### config.mk
export PLATFORM = sky130hd
export DESIGN_NAME = icache_dm_flat
export DESIGN_NICKNAME = d
export VERILOG_FILES = /design/src/rtl/icache_dm_if.sv /design/src/rtl/icache_dm.sv /design/src/flat_wrapper.sv
export SDC_FILE = /design/constraint.sdc
export NUM_CORES = 2
export LEC_CHECK = 0
export CAP_MARGIN = 20
export CORE_MARGIN = 1.5
export CORE_UTILIZATION = 45
export DETAILED_ROUTE_END_ITERATION = 10
export GPL_TIMING_DRIVEN = 0
export PLACE_DENSITY_LB_ADDON = 0.05
export SYNTH_ARGS = -nofsm -noshare
export SYNTH_HDL_FRONTEND = slang
export SYNTH_SLANG_ARGS = --single-unit
### constraint.sdc
create_clock -name clk -period 13.25 [get_ports clk]
set_input_delay 1.9875 -clock clk [delete_from_list [all_inputs] [get_ports clk]]
set_output_delay 1.9875 -clock clk [all_outputs]
set_load 0.005 [all_outputs]
### src/rtl/icache_dm_if.sv
// icache_dm_if
//   Refill bus between the instruction cache and instruction memory.
//   The cache drives a request with the line base address and holds both
//   until the memory grants.
//   The memory then returns one word per mem_rvalid beat, in ascending word order.
// Signals
//   mem_req     cache -> mem   refill request
//   mem_addr    cache -> mem   line base address of the refill
//   mem_gnt     mem -> cache   request accepted (meaningful while mem_req=1)
//   mem_rvalid  mem -> cache   one refill word on mem_rdata this cycle
//   mem_rdata   mem -> cache   refill data
// Modports
//   master  cache side
//   slave   memory side
interface icache_dm_if;
    logic        mem_req;
    logic [31:0] mem_addr;
    logic        mem_gnt;
    logic        mem_rvalid;
    logic [31:0] mem_rdata;

    modport master (
        output mem_req,
        output mem_addr,
        input  mem_gnt,
        input  mem_rvalid,
        input  mem_rdata
    );

    modport slave (
        input  mem_req,
        input  mem_addr,
        output mem_gnt,
        output mem_rvalid,
        output mem_rdata
    );
endinterface

### src/rtl/icache_dm.sv
// icache_dm
//   Direct-mapped, read-only instruction cache in front of the fetch stage.
//   Lookup is combinational from PCF. A miss raises IMissF, which stalls fetch.
//   It then refills the whole line over the req/gnt + rvalid bus in icache_dm_if.
// Parameters
//   LINES  number of lines (power of 2, >= 2)
//   WORDS  32-bit words per line (power of 2, >= 2)
// Ports
//   clk     clock, all state changes on the rising edge
//   reset   synchronous, active-high reset
//   PCF     fetch address; bits [1:0] are ignored
//   InstrF  instruction for PCF (NOP when not a hit); valid when IMissF=0
//   IMissF  miss or refill in progress
//   mem     refill bus, master side
module icache_dm #(
    parameter int LINES = 16,
    parameter int WORDS = 4
) (
    input  logic        clk,
    input  logic        reset,
    input  logic [31:0] PCF,
    output logic [31:0] InstrF,
    output logic        IMissF,
    icache_dm_if.master mem
);

    localparam int WRD_W = $clog2(WORDS);
    localparam int IDX_W = $clog2(LINES);
    localparam int OFF   = WRD_W + 2;
    localparam int TAG_W = 32 - OFF - IDX_W;

    localparam logic [31:0]      NOP_INSTR = 32'h0000_0013;
    localparam logic [WRD_W-1:0] LAST_BEAT = WRD_W'(WORDS - 1);

    typedef enum logic [1:0] {
        IDLE = 2'd0,
        REQ  = 2'd1,
        FILL = 2'd2
    } state_t;

    // Storage. Only the valid bits need a reset value.
    logic [LINES-1:0] valid_r;
    logic [TAG_W-1:0] tag_r  [LINES];
    logic [31:0]      data_r [LINES][WORDS];

    // Refill bookkeeping
    state_t           state_r;
    state_t           state_s;
    logic [WRD_W-1:0] cnt_r;
    logic [IDX_W-1:0] idx_r;
    logic [TAG_W-1:0] tag_lat_r;
    logic             req_r;
    logic [31:0]      addr_r;

    // Lookup fields and FSM strobes
    logic [IDX_W-1:0] idx_s;
    logic [WRD_W-1:0] word_s;
    logic [TAG_W-1:0] tag_s;
    logic             hit_s;
    logic             start_s;
    logic             beat_s;
    logic             last_s;

    // Byte-offset bits of the PC never take part in the lookup.
    logic             unused_s;

    assign idx_s    = PCF[OFF+IDX_W-1:OFF];
    assign word_s   = PCF[OFF-1:2];
    assign tag_s    = PCF[31:OFF+IDX_W];
    assign unused_s = ^PCF[1:0];
    assign hit_s    = valid_r[idx_s] && (tag_r[idx_s] == tag_s);

    assign mem.mem_req  = req_r;
    assign mem.mem_addr = addr_r;

    // Fetch-side outputs: zero-latency lookup.
    // A refill in flight stalls fetch even when PCF happens to hit another line.
    always_comb begin
        InstrF = NOP_INSTR;
        if (hit_s) begin
            InstrF = data_r[idx_s][word_s];
        end else begin
            InstrF = NOP_INSTR;
        end
        IMissF = (~hit_s) || (state_r != IDLE);
    end

    // Next-state logic and per-cycle refill strobes
    always_comb begin
        state_s = state_r;
        start_s = 1'b0;
        beat_s  = 1'b0;
        last_s  = 1'b0;
        case (state_r)
            IDLE: begin
                if (!hit_s) begin
                    start_s = 1'b1;
                    state_s = REQ;
                end else begin
                    state_s = IDLE;
                end
            end
            REQ: begin
                if (mem.mem_gnt) begin
                    state_s = FILL;
                end else begin
                    state_s = REQ;
                end
            end
            FILL: begin
                // Gap cycles (rvalid=0) simply wait.
                if (mem.mem_rvalid) begin
                    beat_s = 1'b1;
                    if (cnt_r == LAST_BEAT) begin
                        last_s  = 1'b1;
                        state_s = IDLE;
                    end else begin
                        state_s = FILL;
                    end
                end else begin
                    state_s = FILL;
                end
            end
            default: begin
                state_s = IDLE;
            end
        endcase
    end

    // Control state: FSM, beat counter, request/address registers, valid bits
    always_ff @(posedge clk) begin
        if (reset) begin
            state_r   <= IDLE;
            cnt_r     <= {WRD_W{1'b0}};
            idx_r     <= {IDX_W{1'b0}};
            tag_lat_r <= {TAG_W{1'b0}};
            req_r     <= 1'b0;
            addr_r    <= 32'h0000_0000;
            valid_r   <= {LINES{1'b0}};
        end else begin
            state_r <= state_s;
            if (start_s) begin
                // The victim line is invalidated up front.
                // A refill abandoned by reset therefore never exposes half a line.
                valid_r[idx_s] <= 1'b0;
                idx_r          <= idx_s;
                tag_lat_r      <= tag_s;
                addr_r         <= {PCF[31:OFF], {OFF{1'b0}}};
                cnt_r          <= {WRD_W{1'b0}};
                req_r          <= 1'b1;
            end else if ((state_r == REQ) && mem.mem_gnt) begin
                req_r <= 1'b0;
            end else if (beat_s) begin
                cnt_r <= cnt_r + WRD_W'(1);
                if (last_s) begin
                    valid_r[idx_r] <= 1'b1;
                end
            end
        end
    end

    // Data and tag arrays: written only by refill beats, never reset
    always_ff @(posedge clk) begin
        if (beat_s && !reset) begin
            data_r[idx_r][cnt_r] <= mem.mem_rdata;
            if (last_s) begin
                tag_r[idx_r] <= tag_lat_r;
            end
        end
    end

endmodule

### src/flat_wrapper.sv
// flat-port wrapper written by rule: the top's interface ports become plain ports
module icache_dm_flat 
#(
    parameter int LINES = 16,
    parameter int WORDS = 4
)
  (clk, reset, PCF, InstrF, IMissF, mem_mem_req, mem_mem_addr, mem_mem_gnt, mem_mem_rvalid, mem_mem_rdata);
  icache_dm_if mem_i ();
  input  logic clk;
  input  logic reset;
  input  logic [31:0] PCF;
  output logic [31:0] InstrF;
  output logic IMissF;
  output wire logic [$bits(mem_i.mem_req)-1:0] mem_mem_req;
  output wire logic [$bits(mem_i.mem_addr)-1:0] mem_mem_addr;
  input wire logic [$bits(mem_i.mem_gnt)-1:0] mem_mem_gnt;
  input wire logic [$bits(mem_i.mem_rvalid)-1:0] mem_mem_rvalid;
  input wire logic [$bits(mem_i.mem_rdata)-1:0] mem_mem_rdata;
  assign mem_mem_req = mem_i.mem_req;
  assign mem_mem_addr = mem_i.mem_addr;
  assign mem_i.mem_gnt = mem_mem_gnt;
  assign mem_i.mem_rvalid = mem_mem_rvalid;
  assign mem_i.mem_rdata = mem_mem_rdata;
  icache_dm #(.LINES(LINES), .WORDS(WORDS)) u_core (.clk(clk), .reset(reset), .PCF(PCF), .InstrF(InstrF), .IMissF(IMissF), .mem(mem_i));
endmodule
**After elaboration in Yosys (flattened, before gate mapping)**

Memory sizes are Yosys's and may differ from the RTL's.
Index checks and enable logic that the tools add are counted.

- Bits in registers: 77
- RAM bits: 2432
- Input bits: 68
- Output and inout port bits: 66
- Logic and storage cells: 80
- Memories kept: 2

Memory list:

| name | words | width | read ports | clocked after memory_dff | wr ports | line | source |
|---|---|---|---|---|---|---|---|
| u_core.data_r | 16 | 128 | 1 | 0 | 1 | icache_dm.sv:44 | `logic [31:0] data_r [LINES][WORDS];` |
| u_core.tag_r | 16 | 24 | 1 | 0 | 1 | icache_dm.sv:43 | `logic [TAG_W-1:0] tag_r [LINES];` |

- Add/sub/neg operators: 1
- Order comparisons: 7
- Equality and inequality tests: 5
- Multiplexer cells: 35
- Bitwise logic cells: 7
- Reduce and logical (&&, ||, !) cells: 16

Operators with widths:

| operator | number |
|---|---|
| $mux W128 | 1 |
| $mux W32 | 4 |
| $bmux W32 S2 | 1 |
| $demux W32 S2 | 1 |
| $mux W16 | 4 |
| $eq A24 B24 Y1 | 1 |
| $mux W1 | 17 |
| $and A16 B16 Y16 | 1 |
| $not A16 Y16 | 1 |
| $or A16 B16 Y16 | 1 |
| $lt A4 B5 Y1 const B | 2 |
| $demux W1 S4 | 2 |
| $ge A4 B1 Y1 const B | 2 |
| $reduce_bool A2 Y1 | 4 |
| $ge A3 B3 Y1 const B | 2 |
| $logic_and A1 B1 Y1 | 6 |
| $mux W2 | 3 |
| $not A2 Y3 | 2 |
| $pmux W2 S3 | 1 |
| $bmux W1 S4 | 1 |
| $eq A2 B2 Y1 const B | 2 |
| $lt A3 B1 Y1 const B | 1 |
| $reduce_and A3 Y1 | 1 |
| $add A2 B1 Y2 const B | 1 |
| 8 further kinds | 9 |

**Longest topological paths before layout**

- Depth after elaboration: 9
- Gate-level depth with buffers: 16
- Depth with buffers taken out: 8

**Least setup slack after synthesis**

No wires, ideal clock.

- Kind: input to output
- From: in PCF[5]
- To: out InstrF[10]
- Arrival time: 5008 ps
- Data required time: 11262 ps
- Slack: 6254 ps
- Stages: 12
- Buffers on the path: 8
- Cells stage by stage: buf_2 > buf_6 > buf_6 > buf_4 > buf_6 > buf_4 > clkbuf_1 > clkbuf_1 > mux4_2 > mux4_2 > mux4_2 > nor2b_1

- Cells in the longest elaborated chain, start to end: 5
- Elaborated cells on any way between the ends: 10
- Those cells by class: eq/ne: 1; mux: 6; reduce/logical: 1; memory: 2

Ends and longest elaborated chain:

| element | line | source |
|---|---|---|
| start, declared | flat_wrapper.sv:11 | `input logic [31:0] PCF;` |
| $mem_v2 Z16 W128 | -- |  |
| $bmux W32 S2 | icache_dm.sv:81 | `InstrF = data_r[idx_s][word_s];` |
| $mux W32 (implied by the code) (2 in series) | icache_dm.sv:81 |  |
| $mux W32 * | icache_dm.sv:80 | `if (hit_s) begin` |
| end, declared | flat_wrapper.sv:12 | `output logic [31:0] InstrF;` |

Mark *: on every way between the ends. The rest lies on a longest branch, timed or not. The select of a mux whose other input is x is not followed.

**Final worst setup path**

- From: in PCF[4]
- To: out InstrF[5]

Same word-level chain as after synthesis.

==> impl_metrics.toml <==
[floorplan]
die_area_um2 = 216500
rows = 169
core_um2 = 212300
ioPinCount = 134
die_h_um = 465.3
die_x_um = 465.3
start_util = 0.4530

[clocking]
htree_levels = 5
clock_sinks = 2481
cts_made_buffers = 285
cts_setup_buffers = 0
ctsHoldBuffers = 0
cts_resized = 0
clk_latency_ps = 910
cts_buffer_depth = 4
cts_root_buffer = "clkbuf_16"
clk_pin_slew_ps = 60
cts_tree = "built"

[logic_synthesis]
synth_ff_type = "edfxtp_1"
yosysSeqAreaShare = 0.7696
ys_async_sr_fraction = 0
netlist.area_leader.share = 0.7594
synthTopCellsByArea = "edfxtp_1 76%, mux4_2 18%, dfxtp_1 1.0%"
synth_edf_count = 2432
syn_inst = 4099
ys_warn_count = 0
netlist_area_um2 = 96160
synthDistinctLibCells = 68
ys_ff_latch = 2481
avgSynthCellArea_um2 = 23.46
yosys.area.top_type = "edfxtp_1"

[hold_path]
hold_start = "u_core.valid_r[9]$_SDFFE_PP0P_"
hold_path.class = "reg2reg"
whs_endpoint = "u_core.valid_r[9]$_SDFFE_PP0P_"
whs_path_depth = 2

[worst_setup_path]
cp.required_ps = 11260
crit_family = "buffers and inverters"
crit_chain = "clkdlybuf4s50_1 -> buf_6 -> buf_8 -> buf_6 -> buf_6 -> buf_6 -> buf_6 -> buf_2 -> mux2i_1 -> xor2_1 -> nand4_1 -> o22a_1 -> nor4bb_1 -> nand4_1 -> clkbuf_1 -> nor2b_1 -> clkdlybuf4s50_1"
rr_startpoint = "u_core.state_r[0]$_SDFF_PP0_"
ff2ff_path_depth = 9
startpoint_type = "input port"
criticalPathCategory = "in2out"
ff2ff_setup_slack_ps = 9500
crit_path_max_fanout = 10
rr_endpoint = "u_core.data_r[2][16]$_DFFE_PP_"
path_buf_inv = 10
end_kind = "output pin"
critical_path.slowest_cell = "nand4_1"
critPathArrivalTime_ps = 8310
crit_top_cell = "buf_6"
critPathMaxStageDelay_ps = 840

[detailed_routing]
drt-total-wl_um = 277100
drc = 10
postRouteAntennaNets = 0
num_vias = 46955
drtPass1Iterations = 9
dr.first_iter.drc_count = 5623
avgRoutedWirePerCell_um = 36.08
via_per_inst = 6.113

[sta]
rsz0062_at_grt = "false"
tightestPinTransition_ps = 1128
setup_tns_ps = 0
hold_violations = 0
slew-limit-headroom = 0.2481
period_share = 0.7770
max_freq_ghz = 0.09713
drv_slew = 0
period_needed_ps = 10300
final-setup-viol-count = 0
fin_skew_ps = 33.10

[power]
finalPower_uw = 17010
ir_drop_v = 0.0001454
p_per_area_nw_per_um2 = 150.5
p_leak_uw = 0.03509

[layout]
area_growth_pct = 17.51
final_cell_mix = "2,432 x edfxtp_1, 751 x mux4_2, 293 x clkbuf_16"
final_common_cell = "edfxtp_1"
n_fill_cell = 16369
drive_gt1_frac = 0.3097
nets = 4735

[grt]
antenna_found_initial = 13
grt_pass1_vias = 47488
grt-ovfl-total = 0
grt_max_degree = 57
grt_first_pass_wirelength_um = 384700
grtUsageTotal = 0.2577

[job]
cap_violations = 0

[placed_design]
place.port_buffers = 121
place_hpwl_um = 185700
gp_congestion = 0.9044

[outcome]
outcome = "finished with violations"
violations = "design-rule violations"
==> layout make-up <==
cell class                 count  area (um^2)  area share
timing repair buffer         274         4149     0.03672
antenna                        3        7.507  0.00006643
multi-input combinational   1375        21540      0.1906
inverter                      10        37.54   0.0003322
sequential                  2481        74010      0.6549
buffer                       236         1192     0.01055
clock inverter               121        933.4    0.008260
tap                         2821         3530     0.03123
clock buffer                 360         7604     0.06729
==> flip-flops by register name (all words and copies together), names as in the netlist <==
| name | flops |
|---|---|
| u_core.cnt_r | 2 |
| u_core.data_r | 2048 |
| u_core.idx_r | 3 |
| u_core.mem.mem_addr | 2 |
| u_core.mem.mem_req | 1 |
| u_core.state_r | 2 |
| u_core.tag_lat_r | 23 |
| u_core.tag_r | 384 |
| u_core.valid_r | 16 |
==> synthesized netlist by cell type (all sizes together) (2+ instances only) <==
cell type	count
mux4	751
a21o	2
nor2	108
xnor2	18
and2	5
inv	9
nor3b	28
nor2b	67
nand4	31
nor3	13
mux2i	73
ha	4
or4	2
nor4	5
and3	2
o221ai	2
nand3	42
or2	5
a21oi	19
a211o	2
nand3b	5
o2bb2ai	2
clkbuf	113
xor2	11
a311oi	4
a31oi	17
a22oi	44
nand2	30
buf	123
o21ai	34
or3b	3
o2111ai	2
mux2	7
a211oi	2
dfxtp	49
o22ai	7
a2111oi	3
nand2b	3
edfxtp	2432
==> tightest hold or removal path, stage by stage, from the launching register on <==
cell	delay, ps
dfxtp_1	310
nor2_1	100
a311oi_1	50
==> where the power goes <==
group | leakage (uW) | internal, uW | switching, uW
Sequential | 0.0223 | 8660 | 64.0
Clock | 0.00418 | 4310 | 3050
Combinational | 0.00862 | 370 | 552
Total | 0.0351 | 13300 | 3670
==> metal layers <==
metal	up-vias	global-route usage	share of wire
met5	-	0	0.000090
met4	4	0.06699	0.027
met3	414	0.04039	0.065
met2	1914	0.4076	0.48
met1	25843	0.3769	0.43
li1	18780	-	-
==> worst max-delay path by stage <==
stage	cells after the start	endpoint	startpoint	slack, ps
after detailed placement	17	InstrF[5]	PCF[4]	2920
after global placement	11	InstrF[8]	PCF[7]	2130
final	17	InstrF[5]	PCF[4]	2950
after floorplan	12	InstrF[10]	PCF[5]	6250
after global routing	17	InstrF[5]	PCF[4]	2830
after CTS	17	InstrF[5]	PCF[4]	2910
==> cell families after synthesis <==
logic type / Yosys count / synth area share
other cells: 1 / 0.00003900
compound gates: 154 / 0.01079
fa+ha+maj: 4 / 0.0005205
flops: 2481 / 0.7696
simple gates: 353 / 0.01934
xor+xnor: 29 / 0.002641
mux: 831 / 0.1843
buf+inv: 246 / 0.01273
==> metrics by stage <==
step	util	hold WS [ps]	setup slack, ps	std cells	cell area [um^2]
finish	0.5323	504.7	2955	7681	113000
CTS	0.5318	503.0	2909	7672	112900
global route	0.5323	530.5	2826	7679	113000
detailed placement	0.4916	495.2	2916	7191	104400
global placement	0.4753	495.6	2130	7044	100900
floorplan	-	473.1	6254	4102	96170
Note: power is estimated with default switching activity, not from simulation.
